`config.mk`:
```
export PLATFORM = sky130hd
export DESIGN_NAME = conv_enc_frame_ctrl_flat
export DESIGN_NICKNAME = d
export VERILOG_FILES = /design/src/rtl/conv_enc_pkg.sv /design/src/rtl/conv_enc_frame_ctrl_if.sv /design/src/rtl/conv_enc_core.sv /design/src/rtl/conv_enc_frame_ctrl.sv /design/src/flat_wrapper.sv
export SDC_FILE = /design/constraint.sdc
export NUM_CORES = 1
export LEC_CHECK = 0
export ABC_AREA = 1
export BUFFER_PORTS_ARGS = -buffer_cell sky130_fd_sc_hd__buf_2
export CAP_MARGIN = 20
export CORE_MARGIN = 8
export CORE_UTILIZATION = 45
export CTS_CLUSTER_SIZE = 25
export DETAILED_ROUTE_END_ITERATION = 6
export PLACE_DENSITY = 0.69
export SYNTH_ARGS = -nofsm -noshare
export SYNTH_HDL_FRONTEND = slang
export SYNTH_SLANG_ARGS = --single-unit
```
`constraint.sdc`:
```
create_clock -name clk -period 1.77 [get_ports clk]
set_input_delay 0.354 -clock clk [delete_from_list [all_inputs] [get_ports clk]]
set_output_delay 0.354 -clock clk [all_outputs]
set_load 0.01 [all_outputs]
```
`src/rtl/conv_enc_pkg.sv`:
```
// Shared constants and types for the K=3, rate-1/2 convolutional encoder frame path.
package conv_enc_pkg;

  localparam int unsigned K        = 3;
  localparam int unsigned TAIL_LEN = K - 1;

  localparam logic [K-1:0] G0 = 3'b111;
  localparam logic [K-1:0] G1 = 3'b101;

  typedef enum logic [1:0] {
    StIdle,
    StData,
    StTail,
    StFlush
  } state_e;

endpackage

```
`src/rtl/conv_enc_frame_ctrl_if.sv`:
```
// Frame control, information-bit and coded-bit handshake bundle for conv_enc_frame_ctrl.
interface conv_enc_frame_ctrl_if #(
  parameter int unsigned LEN_W = 8
);
  logic             start;
  logic [LEN_W-1:0] frame_len;
  logic             in_bit;
  logic             in_valid;
  logic             in_ready;
  logic             out_bit;
  logic             out_valid;
  logic             out_ready;
  logic             out_last;
  logic             busy;
  logic             frame_done;

  modport master (
    output start, frame_len, in_bit, in_valid, out_ready,
    input  in_ready, out_bit, out_valid, out_last, busy, frame_done
  );

  modport slave (
    input  start, frame_len, in_bit, in_valid, out_ready,
    output in_ready, out_bit, out_valid, out_last, busy, frame_done
  );
endinterface

```
`src/rtl/conv_enc_core.sv`:
```
// K=3 encoder: 2-bit shift register {d1,d2} and generator parity taps.
module conv_enc_core
  import conv_enc_pkg::*;
(
  input  logic         clk,
  input  logic         reset,
  input  logic         clr,
  input  logic         step,
  input  logic         x,
  output logic [K-2:0] enc_state,
  output logic         g0,
  output logic         g1
);

  logic [K-2:0] sr_q;
  logic [K-1:0] win;

  // Window is {x, d1, d2}; generator MSB taps the current input.
  assign win = {x, sr_q};
  assign g0  = ^(win & G0);
  assign g1  = ^(win & G1);

  always_ff @(posedge clk) begin
    if (reset || clr) begin
      sr_q <= '0;
    end else if (step) begin
      sr_q <= win[K-1:1];
    end
  end

  assign enc_state = sr_q;

endmodule

```
`src/rtl/conv_enc_frame_ctrl.sv`:
```
// Frame sequencer: accepts info bits, appends two zero tail bits and serializes G0/G1 pairs.
module conv_enc_frame_ctrl
  import conv_enc_pkg::*;
#(
  parameter int unsigned LEN_W = 8
) (
  input logic                  clk,
  input logic                  reset,
  conv_enc_frame_ctrl_if.slave bus
);

  state_e           state_q, state_d;
  logic [LEN_W-1:0] cnt_q, cnt_d;
  logic [1:0]       tail_cnt_q, tail_cnt_d;
  logic             pend_q, sel_q, g0_q, g1_q;
  logic             frame_done_q, frame_done_d;

  logic             clr, step, x, in_ready;
  logic             enc_g0, enc_g1;
  logic [K-2:0]     enc_state;
  logic             out_hs, slot_free;

  conv_enc_core u_core (
    .clk       (clk),
    .reset     (reset),
    .clr       (clr),
    .step      (step),
    .x         (x),
    .enc_state (enc_state),
    .g0        (enc_g0),
    .g1        (enc_g1)
  );

  assign out_hs    = pend_q && bus.out_ready;
  // A new pair may load in the same cycle the old g1 drains.
  assign slot_free = !pend_q || (sel_q && bus.out_ready);

  always_comb begin
    state_d      = state_q;
    cnt_d        = cnt_q;
    tail_cnt_d   = tail_cnt_q;
    clr          = 1'b0;
    step         = 1'b0;
    x            = 1'b0;
    in_ready     = 1'b0;
    frame_done_d = 1'b0;
    unique case (state_q)
      StIdle: begin
        if (bus.start) begin
          clr        = 1'b1;
          cnt_d      = bus.frame_len;
          tail_cnt_d = 2'(TAIL_LEN);
          state_d    = (bus.frame_len != '0) ? StData : StTail;
        end
      end
      StData: begin
        in_ready = slot_free;
        if (bus.in_valid && slot_free) begin
          step  = 1'b1;
          x     = bus.in_bit;
          cnt_d = cnt_q - 1'b1;
          if (cnt_q == LEN_W'(1)) state_d = StTail;
        end
      end
      StTail: begin
        if (slot_free) begin
          step       = 1'b1;
          tail_cnt_d = tail_cnt_q - 1'b1;
          if (tail_cnt_q == 2'd1) state_d = StFlush;
        end
      end
      StFlush: begin
        if (out_hs && sel_q) begin
          state_d      = StIdle;
          frame_done_d = 1'b1;
        end
      end
      default: state_d = StIdle;
    endcase
  end

  always_ff @(posedge clk) begin
    if (reset) begin
      state_q      <= StIdle;
      cnt_q        <= '0;
      tail_cnt_q   <= '0;
      pend_q       <= 1'b0;
      sel_q        <= 1'b0;
      g0_q         <= 1'b0;
      g1_q         <= 1'b0;
      frame_done_q <= 1'b0;
    end else begin
      state_q      <= state_d;
      cnt_q        <= cnt_d;
      tail_cnt_q   <= tail_cnt_d;
      frame_done_q <= frame_done_d;
      if (step) begin
        g0_q   <= enc_g0;
        g1_q   <= enc_g1;
        pend_q <= 1'b1;
        sel_q  <= 1'b0;
      end else if (out_hs) begin
        if (sel_q) begin
          pend_q <= 1'b0;
          sel_q  <= 1'b0;
        end else begin
          sel_q <= 1'b1;
        end
      end
    end
  end

  assign bus.in_ready   = in_ready;
  assign bus.out_valid  = pend_q;
  assign bus.out_bit    = sel_q ? g1_q : g0_q;
  assign bus.out_last   = (state_q == StFlush) && pend_q && sel_q;
  assign bus.busy       = (state_q != StIdle);
  assign bus.frame_done = frame_done_q;

  // Both tail steps are done by FLUSH, so the trellis must be back in 00.
  a_flush_terminated: assert property (@(posedge clk) disable iff (reset)
    (state_q == StFlush) |-> (enc_state == '0));

endmodule
```
`src/flat_wrapper.sv`:
```
// flat-port wrapper written by rule: the top's interface ports become plain ports
module conv_enc_frame_ctrl_flat import conv_enc_pkg::*;
#(
  parameter int unsigned LEN_W = 8
)
  (clk, reset, bus_start, bus_frame_len, bus_in_bit, bus_in_valid, bus_out_ready, bus_in_ready, bus_out_bit, bus_out_valid, bus_out_last, bus_busy, bus_frame_done);
  conv_enc_frame_ctrl_if #(.LEN_W(LEN_W)) bus_i ();
  input logic clk;
  input logic reset;
  input wire logic [$bits(bus_i.start)-1:0] bus_start;
  input wire logic [$bits(bus_i.frame_len)-1:0] bus_frame_len;
  input wire logic [$bits(bus_i.in_bit)-1:0] bus_in_bit;
  input wire logic [$bits(bus_i.in_valid)-1:0] bus_in_valid;
  input wire logic [$bits(bus_i.out_ready)-1:0] bus_out_ready;
  output wire logic [$bits(bus_i.in_ready)-1:0] bus_in_ready;
  output wire logic [$bits(bus_i.out_bit)-1:0] bus_out_bit;
  output wire logic [$bits(bus_i.out_valid)-1:0] bus_out_valid;
  output wire logic [$bits(bus_i.out_last)-1:0] bus_out_last;
  output wire logic [$bits(bus_i.busy)-1:0] bus_busy;
  output wire logic [$bits(bus_i.frame_done)-1:0] bus_frame_done;
  assign bus_i.start = bus_start;
  assign bus_i.frame_len = bus_frame_len;
  assign bus_i.in_bit = bus_in_bit;
  assign bus_i.in_valid = bus_in_valid;
  assign bus_i.out_ready = bus_out_ready;
  assign bus_in_ready = bus_i.in_ready;
  assign bus_out_bit = bus_i.out_bit;
  assign bus_out_valid = bus_i.out_valid;
  assign bus_out_last = bus_i.out_last;
  assign bus_busy = bus_i.busy;
  assign bus_frame_done = bus_i.frame_done;
  conv_enc_frame_ctrl #(.LEN_W(LEN_W)) u_core (.clk(clk), .reset(reset), .bus(bus_i));
endmodule
```
==> results.yml <==
power:
  p_leak_nw: 0.661
  p_per_area_mw_per_mm2: 1500
  p_total_mw: 2.16
  irDropWorstVdd_v: 0.000933
global_routing:
  track_usage_pct: 12.1
  use_met2_pct: 18.8
  use_met1_pct: 15.5
  first_global_vias: 1213
  grt_busiest_layer: "met2"
  grt_pass1_wl_um: 5140
  antenna_found_initial: 0
  use_met3_pct: 3.43
  grt_max_degree: 13
  overflow: 0
placed_design:
  numPortBuffers: 19
  gp_congestion: 0.838
  hpwl_um: 2170
clock_network:
  clk_pin_slew_worst_paths_ps: 120
  cts_tree: "done"
  ctsResizeCount: 2
  cts_root_buffer: "clkbuf_4"
  holdBufCountCts: 0
  post-cts-setup-buffers: 0
  htree_levels: 1
  clock-sinks: 19
  cts_buffers: 3
  clockBufferDepth: 2
  insertion_delay_ps: 300
route:
  routed_wl_um: 2770
  drt_iter0_drc: 105
  detail-route-antenna-nets: 0
  wl_per_cell_um: 11.1
  vias: 1239
  vias_per_cell: 4.98
  drc: 0
  drt-pass1-iter-count: 4
critical_path:
  critPathRequiredTime_ps: 1420
  cp-start-kind: "flop"
  cp_data_arrival_time_ps: 1290
  crit_path_top_delay_cell: "dfxtp_1"
  crit_path_cell_trace: "inv_2, ha_4, inv_4, a21oi_1, buf_2"
  critPathMaxStageDelay_ps: 410
  critical_path_class: "flop to output pin"
  critPathCaptureType: "output pin"
  crit_fanout: 12
layout:
  nets: 241
  multi_input_area_sq_um: 795
  seqCellArea_sq_um: 382
  drive_gt1_share_pct: 20.2
  final.fill_count: 271
  n_antenna_cell: 0
  fin_util_pct: 52.7
  synthToLayoutAreaGrowth_pct: 11.6
synth:
  syn_inst: 198
  avgSynthCellArea_sq_um: 6.52
  synthFlopType: "dfxtp_1"
  async_flop_share_pct: 0
  syn-num-nets: 220
  ys_warn_count: 0
  synth_edf_count: 0
  mappedNetlistArea_sq_mm: 0.00129
  yosysSeqAreaShare_pct: 29.5
  ys_ff_latch: 19
  yosys.cell_types.count: 26
timing:
  max_freq_mhz: 609
  grt_setup_unrepaired: "no"
  worstMarginPinSlew_ps: 418
  fin_skew_ps: 3.59
  relSlewSlack_pct: 71.9
  fin_crit_sh_pct: 92.8
  setup_viol: 0
  timing.hold.ws_ps: 313
  fin_tns_setup_ps: 0
  finalMaxSlewViolations: 0
  post-route-min-period_ps: 1640
  hold_viol: 0
die:
  chipWidth_um: 69.6
  rows: 19
  core_sq_mm: 0.00273
  io_pins: 20
  dieArea_sq_mm: 0.00484
  dieHeight_um: 69.6
  initial_core_util_pct: 47.2
min_path:
  hp-class: "input pin to flop"
run_status:
  status: "completed"
flow_run:
  cap_viol_max_count: 0
[stage by stage]
stage	instance area, sq um	worst slack [ps]	std cells
floorplan	1290	240	198
global route	1440	29.1	249
detailed placement	1400	198	245
global placement	1400	237	245
CTS	1440	31.2	249
finish	1440	127	249
[synthesized netlist by cell type (all sizes together), types with 2 or more instances]
cell / count / area share (%)
dfxtp: 19 / 29
inv: 23 / 6.7
or2: 2 / 0.97
o21bai: 2 / 1.2
nor2: 35 / 11
a21oi: 17 / 7.8
buf: 4 / 3.0
nor3: 2 / 0.78
ha: 8 / 7.8
nand2: 50 / 16
o21ai: 18 / 7.3
nand3: 14 / 6.4
[final cells by class]
type	count	share of cell area, %
clock buffers	3	1.56
clock inverters	1	0.347
inverters	23	6.16
multi-input cells	151	55.1
flip-flops and latches	19	26.5
well taps	31	2.69
repair buffers	21	7.64
[sequential cells by signal, indices dropped and copies added, names as in the netlist]
name and count:
u_core.bus.frame_done 1, u_core.u_core.enc_state 2, u_core.tail_cnt_q 2, u_core.g1_q 1, u_core.state_q 2, u_core.sel_q 1, u_core.cnt_q 8, u_core.bus.out_valid 1
u_core.g0_q 1
[logic make-up (layout without fill, tap and decap cells)]
| family | after synthesis | in the layout | share of synthesized area (%) |
|---|---|---|---|
| AND/OR/NAND/NOR | 103 | 103 | 34.8 |
| AO/OA/AOI/OAI | 39 | 39 | 17.3 |
| buffers and inverters | 28 | 48 | 9.98 |
| flip-flops | 19 | 19 | 29.5 |
| adder cells (fa/ha/maj) | 8 | 8 | 7.75 |
| XOR/XNOR | 1 | 1 | 0.678 |
[worst max-delay path, delay by kind of cell, from the launching register on]
kind,cells,cell delay (ps)
flip-flops,1,410
adder cells (fa/ha/maj),1,190
buffers and inverters,3,340
AO/OA/AOI/OAI,1,50
[power by group]
| group | internal (mW) | total [mW] | switching (mW) | leakage, nW |
|---|---|---|---|---|
| registers | 0.561 | 0.689 | 0.129 | 0.156 |
| logic | 0.458 | 1.24 | 0.785 | 0.487 |
| clock network | 0.0840 | 0.231 | 0.147 | 0.0177 |
| total | 1.10 | 2.16 | 1.06 | 0.661 |
[metal layers]
layer	vias up	wire length, um
met5	-	0
met4	0	17
met3	2	123
met2	21	1220
met1	545	1410
li1	671	-
[final timing paths]
kind | start | end | slack [ps] | cells after the start
setup / recovery | u_core.state_q[1]$_SDFFE_PP0P_ | bus_in_ready | 130 | 5
hold / removal | reset | u_core.cnt_q[6]$_SDFFE_PP0P_ | 310 | 2
setup reg to reg | u_core.state_q[0]$_SDFFE_PP0P_ | u_core.cnt_q[5]$_SDFFE_PP0P_ | 180 | 9
hold reg to reg | u_core.tail_cnt_q[0]$_SDFFE_PP0P_ | u_core.tail_cnt_q[0]$_SDFFE_PP0P_ | 470 | 1
[cell usage in the layout, fill, tap and decap left out, types with 2 or more instances in the layout]
cell	count
a21oi_1	15
buf_2	19
nor2_2	3
nor3_1	2
inv_2	2
nand2_2	4
or2_2	2
inv_1	20
clkbuf_4	3
nor2_1	32
nand2_1	45
ha_1	7
nand3_1	13
o21ai_1	5
o21bai_1	2
buf_4	2
dfxtp_1	18
o21ai_0	12
Note: power is estimated with default switching activity, not from simulation.
